### src/rtl/srl_pkg.sv
// Shared constants and helpers for the SRL delay bank.
//   SRL_SEG     : depth of one SRL primitive segment
//   MAX_DEPTH   : deepest legal delay line
//   clog2()     : address width helper usable in parameter/port declarations
//   depth_legal(): true for the supported line depths (32, 64, 128)
//   tap_out_t   : per-line masked output bundle
package srl_pkg;

    localparam int SRL_SEG   = 32;
    localparam int SEG_AW    = 5;
    localparam int MAX_DEPTH = 128;

    function automatic int clog2(input int value);
        int r;
        r = 0;
        while ((1 << r) < value) r++;
        return r;
    endfunction

    function automatic bit depth_legal(input int depth);
        return (depth == 32) || (depth == 64) || (depth == MAX_DEPTH);
    endfunction

    typedef struct packed {
        logic q;
        logic q_valid;
        logic q_last;
    } tap_out_t;

endpackage

### src/rtl/srl_chain_ch.sv
// One delay line built from cascaded 32-deep SRL segments. No reset: the
// storage models SRL primitives, which have none.
//   clk    : shift clock
//   ce     : shift enable
//   d      : serial input (becomes element 0)
//   a      : tap address; a[AW-1:5] picks the segment, a[4:0] the bit in it
//   q      : element a of the line (unmasked)
//   q_last : element DEPTH-1 of the line (unmasked)
module srl_chain_ch
    import srl_pkg::*;
#(
    parameter int DEPTH = 64,
    parameter int AW    = clog2(DEPTH)
)(
    input  logic          clk,
    input  logic          ce,
    input  logic          d,
    input  logic [AW-1:0] a,
    output logic          q,
    output logic          q_last
);

    localparam int NSEG = DEPTH / SRL_SEG;

    // seg[s][k] holds line element s*32 + k
    logic [SRL_SEG-1:0] seg [NSEG];

    for (genvar s = 0; s < NSEG; s++) begin : g_seg
        logic seg_in;
        if (s == 0) begin : g_head
            assign seg_in = d;
        end else begin : g_cascade
            // Q31 of the previous segment feeds this one
            assign seg_in = seg[s-1][SRL_SEG-1];
        end

        always_ff @(posedge clk) begin
            if (ce) seg[s] <= {seg[s][SRL_SEG-2:0], seg_in};
        end
    end

    if (NSEG == 1) begin : g_tap_single
        assign q = seg[0][a[SEG_AW-1:0]];
    end else begin : g_tap_multi
        logic [AW-SEG_AW-1:0] seg_sel;
        assign seg_sel = a[AW-1:SEG_AW];
        assign q       = seg[seg_sel][a[SEG_AW-1:0]];
    end

    assign q_last = seg[NSEG-1][SRL_SEG-1];

endmodule

### src/rtl/srl_delay_bank.sv
// Bank of NUM_CH addressable SRL delay lines sharing clock, CE and reset.
// A shared fill counter masks each tap until it holds post-reset data.
//   CLK     : clock, rising edge
//   RST     : asynchronous active-high reset (control/output state only)
//   CE      : shift enable for all lines
//   D       : serial input, bit c feeds line c
//   A       : tap address(es); shared A[AW-1:0] or per line A[c*AW +: AW]
//   Q       : masked selected tap per line
//   Q_VALID : tap of line c holds data shifted in since reset
//   Q_LAST  : masked last tap (DEPTH-1), nonzero only once the line is full
module srl_delay_bank
    import srl_pkg::*;
#(
    parameter int NUM_CH      = 2,
    parameter int DEPTH       = 64,
    parameter int OUT_REG     = 1,
    parameter int SHARED_ADDR = 1
)(
    input  logic                             CLK,
    input  logic                             RST,
    input  logic                             CE,
    input  logic [NUM_CH-1:0]                D,
    input  logic [NUM_CH*clog2(DEPTH)-1:0]   A,
    output logic [NUM_CH-1:0]                Q,
    output logic [NUM_CH-1:0]                Q_VALID,
    output logic [NUM_CH-1:0]                Q_LAST
);

    localparam int AW        = clog2(DEPTH);
    localparam bit PARAMS_OK = depth_legal(DEPTH) && (NUM_CH >= 1) && (NUM_CH <= 8);
    localparam logic [AW:0] FILL_MAX = (AW+1)'(DEPTH);

    if (!PARAMS_OK) begin : g_bad_param
        $error("srl_delay_bank: DEPTH must be 32/64/128 and NUM_CH 1..8");
    end

    // Fill counter: number of shifts since reset, saturating at DEPTH.
    logic [AW:0] fill;
    logic        full;

    assign full = (fill == FILL_MAX);

    always_ff @(posedge CLK or posedge RST) begin
        if (RST)              fill <= '0;
        else if (CE && !full) fill <= fill + 1'b1;
    end

    tap_out_t [NUM_CH-1:0] mask;
    tap_out_t [NUM_CH-1:0] out_q;

    for (genvar c = 0; c < NUM_CH; c++) begin : g_ch
        logic [AW-1:0] a_c;
        logic          tap;
        logic          last;
        logic          valid;

        if (SHARED_ADDR != 0) begin : g_shared
            assign a_c = A[AW-1:0];
        end else begin : g_own
            assign a_c = A[c*AW +: AW];
        end

        srl_chain_ch #(
            .DEPTH (DEPTH),
            .AW    (AW)
        ) u_chain (
            .clk    (CLK),
            .ce     (CE),
            .d      (D[c]),
            .a      (a_c),
            .q      (tap),
            .q_last (last)
        );

        // Element a_c is post-reset data once more than a_c shifts happened.
        assign valid   = (fill > {1'b0, a_c});
        // AND-masking keeps never-written (unknown) storage from reaching Q.
        assign mask[c] = tap_out_t'{q: valid & tap, q_valid: valid, q_last: full & last};

        assign Q[c]       = out_q[c].q;
        assign Q_VALID[c] = out_q[c].q_valid;
        assign Q_LAST[c]  = out_q[c].q_last;
    end

    if (OUT_REG != 0) begin : g_out_reg
        // Free-running output register: captures the mask every edge, CE or not.
        always_ff @(posedge CLK or posedge RST) begin
            if (RST) out_q <= '0;
            else     out_q <= mask;
        end
    end else begin : g_out_comb
        assign out_q = mask;
    end

endmodule

### config.mk
export PLATFORM = sky130hd
export DESIGN_NAME = srl_delay_bank
export DESIGN_NICKNAME = d
export VERILOG_FILES = /design/src/rtl/srl_pkg.sv /design/src/rtl/srl_chain_ch.sv /design/src/rtl/srl_delay_bank.sv
export SDC_FILE = /design/constraint.sdc
export NUM_CORES = 1
export LEC_CHECK = 0
export CAP_MARGIN = 30
export CORE_ASPECT_RATIO = 0.6
export CORE_MARGIN = 2
export CORE_UTILIZATION = 60
export CTS_BUF_LIST = sky130_fd_sc_hd__clkbuf_8
export DETAILED_ROUTE_END_ITERATION = 6
export PLACE_DENSITY = 0.79
export SETUP_SLACK_MARGIN = 0.1
export SLEW_MARGIN = 10
export SYNTH_ARGS = -nofsm -noshare
export SYNTH_HDL_FRONTEND = slang
export SYNTH_HIERARCHICAL = 1
export SYNTH_SLANG_ARGS = --single-unit
### constraint.sdc
create_clock -name CLK -period 2.2 [get_ports CLK]
set_input_delay 0.22 -clock CLK [delete_from_list [all_inputs] [get_ports CLK]]
set_output_delay 0.22 -clock CLK [all_outputs]
set_load 0.02 [all_outputs]
**After elaboration in Yosys (flattened, before gate mapping)**

Memory sizes are Yosys's and may differ from the RTL's.
Cells that the tools add are included.

- Memories kept: 2
- Output and inout port bits: 6
- Word-level logic and storage cells: 24
- Memory bits (writable): 128
- Input port bits: 17
- Register bits: 12

- Reduce and logical (&&, ||, !) cells: 2
- $lt $le $gt $ge: 2
- Equality and inequality tests: 1
- $add $sub $neg: 1
- Multiplexer cells: 6
- Bitwise gates (word level): 4

Memory list:

| name | depth | width | rd ports | clocked after memory_dff | write ports | line | source |
|---|---|---|---|---|---|---|---|
| g_ch[0].u_chain.seg | 2 | 32 | 3 | 0 | 2 | srl_chain_ch.sv:26 | `logic [SRL_SEG-1:0] seg [NSEG];` |
| g_ch[1].u_chain.seg | 2 | 32 | 3 | 0 | 2 | srl_chain_ch.sv:26 |  |

Operator list:

| cell | count |
|---|---|
| 1-bit binary-select mux with 5-bit select | 2 |
| 7-bit by 1-bit adder with 7-bit output, second input constant | 1 |
| 7-bit equality test, second input constant | 1 |
| 7-bit by 6-bit > comparator with 1-bit output | 1 |
| 5-bit by 6-bit < comparator with 1-bit output, second input constant | 1 |
| 1-bit bitwise AND | 4 |
| 1-bit two-way mux | 4 |
| 1-bit logical AND | 1 |
| 1-bit zero test | 1 |

**Depth between registers and ports, before layout**

Gate-level depths: netlist of run 1.
An unclocked memory read counts as a cell.

- Word-level depth: 4
- Depth in mapped cells: 9
- Mapped depth without buffers: 7

**Modules after synthesis**

Netlist of run 1, hierarchy kept.

By module, submodules not included:

| module | times used | cells each | seq. area each (µm²) | area each (µm²) |
|---|---|---|---|---|
| srl_chain_ch | 2 | 107 | 1,921.8 | 2,454.9 |
| srl_delay_bank | 1 | 64 | 300.3 | 665.6 |

**Worst setup path after synthesis of run 1**

OpenSTA, ideal clock, no wires.

- Kind: input to register
- Start: input port A[5]
- End: register out_q (netlist bit Q[0])
- Stages: 9
- Buffers on the path: 2
- Data arrival time: 1.628 ns
- Required time: 2.066 ns
- Setup time: 0.134 ns
- Setup slack: 0.439 ns
- Cell sequence: buf_6 buf_6 mux4_2 inv_1 o21ai_1 a2111oi_2 nor2_1 o21ai_0 a21oi_1

RTL lines:

| item | line | source |
|---|---|---|
| from (decl) | srl_delay_bank.sv:23 | `input logic [NUM_CH*clog2(DEPTH)-1:0] A,` |
| to (signal assigned) | srl_delay_bank.sv:89 | `else out_q <= mask;` |
| to (decl) | srl_delay_bank.sv:49 | `tap_out_t [NUM_CH-1:0] out_q;` |

==> metrics list, run 1 <==
* First-pass GRT wire length: between 15000 and 20000 um
* Most common cell after layout, fill and taps aside: edfxtp_1
- Dividing the detail-routed via count by the number of cells gives ~6.1.
* Type of the worst setup path: flop to flop
* Routing layer with the top usage in global route: met1
- For the pin with the worst max-slew slack, the measured transition is about 480 ps.
* Maximum Capacitance Violations: 0
- Counting every sink on the clock net gives between 100 and 150.
- The first detailed-routing pass took 5 iterations.
* Type of element launching the critical path: flop
* Sequential Power Share: 55.4%
- For met3 alone, demand over resource in global routing was 6.95%.
- Count of input and output buffers: 16
- After global routing the overflow that remains totals 0.
- In the global route stage, met1 resource usage came out at roughly a third.
- Slowest Stage Delay on Critical Path: between 500 and 600 ps
- Initial Util: 61.4%
- Ratio of cells with drive above 1 in the final layout: around 27%
* Final critical-path share of the clock period: 93.3%
- Measured against its own limit, the worst slew margin works out to 67.8%.
- The area growth from synthesis to layout is 14.8%.
- Sequential elements use 74.3% of the synthesized area.
- Met2 track utilization from global routing: 27.6%
- When the netlist entered floorplanning its net count stood at 303.
- Switching share of power: 24.9%
- Worst Setup Slack, final: 148 ps
- Yosys attributes the largest share of cell area to edfxtp_1 69%, mux4_2 13%, dfrtp_1 5.4%.
* Maximum number of buffers from clock root to sink: 2
- WP data required: 2490 ps
* Largest net degree at the start of global routing: 82
- EDFF count, synth: 128
- The wire-length estimate of the detail-placed layout is 6190 um.
- Cell type group with the largest total delay on the critical path: compound AO/OA/AOI/OAI gates
- The tightest min-delay check is of the input port to asynchronous set/reset pin type.
* Synth Cell Area: ~5600 um2
- CP arrival: ~2300 ps
- CP max FO: 2
- Most used DFF post-synth: edfxtp_1
- The routed layout has 2761 vias.
- edfxtp_1 takes more of the synthesized area than any other cell.
- The run finished with clean final reports.
- TritonCTS clock tree: yes
- Root buffer cell: clkbuf_8
- Clock-pin slew was measured on the worst setup and hold paths at 80 ps.
- Clk_skew: 8.98 ps
- Synth async-reset ratio: ~8.6%
* Crit path max-delay cell type: mux4_2
- The number of global-route vias before repair was around 2.8k.
- Largest voltage drop on the vdd net: ~0.53 mV
* Area of all placed cells without fillers: 6400 um2
- Switching power of the nets: 0.00149 W
- Counting stages on the worst path, the most repeated cell is o21ai_1.
* Gates resized, CTS repair: 0
- Internal power of the cells: 0.00450 W
* Clock Latency Late Sink: 430 ps
* Fin crit period: 2050 ps
* Total routing resource utilization after global routing: 21.4%
* Post-CTS Hold Buffers: 0
* Lkg Pwr: 2.29 nW
* Site Rows: 27
* Total wire length after detailed routing: 9600 um
- Drt wl/cell: 21.1 um
- For this run, the number of Yosys warnings is 6.
* Commonest non-fill, non-tap cells in the layout: 128 x edfxtp_1, 32 x mux4_2, 17 x clkbuf_8, 17 x buf_4, 15 x inv_1
- Post-placement setup slack: -128 ps
- Weighted congestion at the end of routability-driven global placement: 0.825
* Antenna violations before repair: 0
- After floorplanning, the core was sized to cover 9090 um2.
* Fraction of synthesized cell area taken by the top area cell type: between 60 and 70%
* Count of different cell masters after synthesis: 35
* DR iter-0 viols: 295
* FF+latch count, synth: 140
- Nature of the critical path endpoint: flop
- Area after DPL: 6030 um2
- I/O pin count: 23
* Upper clock frequency limit: 0.487 GHz
- The die covers between 10000 and 15000 um2.
- Cell count after synthesis: 278
- RSZ-0062 raised after global routing: yes
- The number of antenna diodes in the final layout is 0.
- The number of clock buffers added by TritonCTS is 17.
- Final antenna-violating net count: 0
- Net count of the finished layout: 352
- Worst path bufs/invs: 0
* Post-synthesis average cell area: 20.1 um2
- Clk network pwr share: 32.2%
- Dividing total power by cell area gives a power density of 937 nW/um2.
- Setup violations remaining at the end of the flow were counted as 0.
- Counting the fill cells in the layout gives 567.
- The clock tree synthesis step divided the H-tree into 4 levels.
- For this run, design rule violations remaining after detail routing come to 0.
- Fin util: 70.5%
- Once the clock tree was built, the setup fixing pass inserted 0 buffers.
* Worst path cell trace: mux4_2, o211ai_1, o21ai_1, a2111oi_2, nor2_1, o21ai_1, a21oi_1
* Fraction of power consumed by combinational cells: 12.4%
* Final hold violation count: 0
- Final Max Slew Viols: 0
* Overall die height: approximately 80 um
* Width of the die: 128 um
-- per-stage QoR --
stage	std cells	total power (W)	setup TNS [ps]	hold slack, ps
6_report	455	0.00600	0	86.3
2_1_floorplan	278	0.00378	0	84.7
3_3_place_gp	424	0.00407	-198	423
5_1_grt	455	0.00626	0	125
4_1_cts	455	0.00605	0	77.3
3_5_place_dp	424	0.00412	-212	429
-- cell families after synthesis --
| kind of cell | synth area share [%] |
|---|---|
| and+or+nand+nor | 3.30 |
| AOI/OAI and AO/OA | 3.88 |
| muxes | 14.0 |
| xor gates and xnor gates | 0.786 |
| adders and majority gates | 1.80 |
| DFF | 74.3 |
| buffers and inverters | 1.95 |
-- sequential cells by signal, summed over array words and instances, names as in the netlist --
name and count:
g_ch.u_chain/seg 128, fill 7, Q 2, Q_LAST 2, Q_VALID 1
-- power groups by stage --
stage | registers (W) | logic [W] | clock network (W)
2_1_floorplan | 0.00334 | 0.000440 | 0
3_3_place_gp | 0.00336 | 0.000703 | 0
3_5_place_dp | 0.00337 | 0.000744 | 0
4_1_cts | 0.00332 | 0.000751 | 0.00198
5_1_grt | 0.00335 | 0.000835 | 0.00207
6_report | 0.00332 | 0.000746 | 0.00193
-- synth_stat cells, types with 3 or more instances --
master / instances
edfxtp_1: 128
mux4_2: 32
inv_1: 13
dfrtp_1: 12
a21oi_1: 10
ha_1: 8
nand2_1: 8
nor2_1: 7
nand3_1: 5
o21ai_0: 5
a22oi_1: 4
a31oi_1: 4
buf_6: 4
nor2b_1: 4
xnor2_1: 3
-- worst register-to-register path: stages, from the launching register on --
cell	delay, ps
edfxtp_1	410
mux4_2	520
o211ai_1	230
o21ai_1	100
a2111oi_2	370
nor2_1	120
o21ai_1	110
a21oi_1	70
-- per-layer routing --
layer,vias to the layer above,routed length [um]
met3,8,674
met4,0,79
li1,1235,-
met5,-,0
met2,117,4140
met1,1401,4710
-- area by class of cell --
cell class	instances	area (um2)	area share [%]
tap	116	145	2.27
multi-input combinational	118	1330	20.7
inverter	13	48.8	0.762
sequential	140	4140	64.7
clock inverter	14	131	2.05
timing repair buffer	37	373	5.82
clock buffer	17	234	3.65
-- path summary, 6_finish.rpt --
kind,startpoint,end,slack [ps],depth (start not counted)
worst max-delay path,g_ch[0].u_chain/seg[1][31],Q[0],150,7
worst min-delay path,RST,fill[2],90,2
worst max register to register,g_ch[0].u_chain/seg[1][31],Q[0],150,7
worst min register to register,g_ch[0].u_chain/seg[1][7],g_ch[0].u_chain/seg[1][8],450,0
max in group asynchronous,RST,fill[3],1810,2
min in group CLK,CE,g_ch[1].u_chain/seg[1][14],170,1
Note: power is estimated with default switching activity, not from simulation.
==> run 2: changes to the inputs <==
- CORE_UTILIZATION: 60 -> 50
- PLACE_DENSITY: 0.79 -> 0.68
==> metrics list, run 2 (synthesized netlist as in run 1, its figures left out) <==
- Number of design rule violations left after detail routing: 0 (unchanged)
- The count of boundary I/O pins came to 23 (unchanged).
- The final estimated routing congestion in global placement came to 0.827 (+0.27%).
- Buffer count from post-CTS setup fixing: 0 (unchanged)
- Final critical-path share of the clock period: 90.4% (-2.8 points)
* Net count of the finished layout: 358 (+1.7%)
- Largest register by flop count: g_ch.u_chain/seg
* Total routing resource utilization after global routing: 18.2% (-3.2 points)
- Inserted Clock Buffers: 17 (unchanged)
* Fin util: 61.1% (-9.4 points)
- The worst-path maximum fanout is 2 (unchanged).
- From synthesis to final layout, the design area changed by 17.2%.
* Maximum number of buffers from clock root to sink: 2 (unchanged)
- The setup slack at placement is -98.9 ps (+29.2 ps).
- The total congestion overflow is 0 (unchanged).
* Lkg Pwr: 2.34 nW (+2.3%)
* Flip-flop count of the largest register, all copies and words added: 128 (unchanged)
- Fin crit period: 1990 ps (-62.5 ps)
- The initial antenna violation count is 0 (unchanged).
- The setup path with the least slack is of type flop to flop.
* Slew HR: 67.9% (about the same)
- The final hold violation count came to 0 (unchanged).
- Gates resized, CTS repair: 0 (unchanged)
* Commonest non-fill, non-tap cells in the layout: 128 x edfxtp_1, 32 x mux4_2, 23 x buf_4, 17 x clkbuf_8
* Worst Setup Slack, final: 211 ps (+62.5 ps)
- DR iter-0 viols: 336 (+14%)
- Vias in the first global route: 2728 (-2.2%)
- Upper clock frequency limit: 0.503 GHz (+3.1%)
- CTS placed an instance of clkbuf_8 at the clock tree root.
* Largest voltage drop on the vdd net: 0.518 mV (-1.5%)
- The required time of the critical path came to 2510 ps (+20 ps).
- Largest net degree at the start of global routing: 36 (-56%)
- The count of buffers from port buffering is 16 (unchanged).
- Ratio of cells with drive above 1 in the final layout: 28.6% (+1.5 points)
- Tightest Hold Check Type: input port to asynchronous set/reset pin
- The die boundary width is 140 um (+9.2%).
- First-pass GRT wire length: 15700 um (+2.7%)
- The cell area after layout came to 6540 um2 (+2.1%).
* Total wire length after detailed routing: 9900 um (+3.1%)
- Number of sinks on the clock net: 140 (unchanged)
* RSZ-0062 raised after global routing: yes
- The via-per-instance ratio was 5.69 (-6.2%).
- The arrival time of the worst setup path came to 2300 ps (-40 ps).
* TritonCTS clock tree: yes
- Transition at the pin with the smallest max-transition slack: 481 ps (+0.0138 ps)
- The clock transition at the registers of the reported paths is 80 ps (about the same).
- The setup violation total in the final timing report came to 0 (unchanged).
* Area after DPL: 6110 um2 (+1.2%)
- The total power divided by cell area is 961 nW/um2 (+2.5%).
* Run status: completed
- Registers with the highest flip-flop counts: g_ch.u_chain/seg x128, fill x7
* Post-CTS Hold Buffers: 0 (unchanged)
- Total via count after detailed routing: 2762 (+0.036%)
- Floorplan die area: 12000 um2 (+19%)
- The number of iterations in the first detailed-routing pass was 4 (-1).
- Site Rows: 29 (+7.4%)
* Diodes inserted: 0 (unchanged)
* Most common cell after layout, fill and taps aside: edfxtp_1
- CTS H-Tree Depth: 4 (unchanged)
- Maximum Capacitance Violations: 0 (unchanged)
- The post-route antenna net violation count was 0 (unchanged).
* Drt wl/cell: 20.4 um (-3.3%)
- Nature of the critical path endpoint: flop
* Initial Util: 52.1% (-9.3 points)
* Clock Latency Late Sink: 430 ps (about the same)
* Overall die height: 85.8 um (+9.1%)
* Core area: 10700 um2 (+18%)
* Type of element launching the critical path: flop
* HPWL after detailed placement: 6460 um (+4.4%)
- The number of pins exceeding their max-slew limit in the final report came to 0 (unchanged).
* Clk_skew: 15.1 ps (+6.14 ps)
run 2: power by group:
part / switching, W / total [W] / internal [W] / leakage (nW)
clock: 0.000981 / 0.00222 / 0.00123 / 0.213
sequential: 0.000177 / 0.00332 / 0.00314 / 1.41
combinational: 0.000364 / 0.000743 / 0.000379 / 0.719
run 2: critical path: stages (launching register included):
cell and delay, ps:
edfxtp_1 410, mux4_2 510, o211ai_1 220, o21ai_1 100
a2111oi_2 340, nor2_1 120, o21ai_0 90, a21oi_1 70
run 2: cell type report:
class | count | area (um2)
inverters | 13 | 48.8
clock buffers | 17 | 234
flip-flops and latches | 140 | 4140
fillers | 745 | 4170
well taps | 139 | 174
repair buffers | 43 | 418
clock inverters | 15 | 195
multi-input cells | 118 | 1320
run 2: metrics by stage:
step | setup TNS (ps) | std cells | hold WS [ps] | power, W
5_1_grt | 0 | 485 | 146 | 0.00656
2_1_floorplan | 0 | 278 | 84.7 | 0.00378
3_3_place_gp | -117 | 453 | 424 | 0.00409
3_5_place_dp | -159 | 453 | 427 | 0.00412
6_report | 0 | 485 | 102 | 0.00628
4_1_cts | 0 | 485 | 105 | 0.00633
run 2: per-layer routing:
layer / GRT usage, % / part of all wire (%)
met5: 0 / 0
met4: 7.71 / 1.2
met3: 5.08 / 6.7
met2: 21.5 / 39
met1: 30.6 / 53
run 2: worst paths after layout:
kind | startpoint | end | slack, ps | cells past startpoint
max | g_ch[1].u_chain/seg[1][31] | Q[1] | 210 | 7
min | RST | Q[1] | 100 | 2
max reg2reg | g_ch[1].u_chain/seg[1][31] | Q[1] | 210 | 7
min reg2reg | g_ch[0].u_chain/seg[0][15] | g_ch[0].u_chain/seg[0][16] | 450 | 0
max in group asynchronous | RST | Q[0] | 1770 | 2
min in group CLK | CE | g_ch[1].u_chain/seg[0][1] | 250 | 1
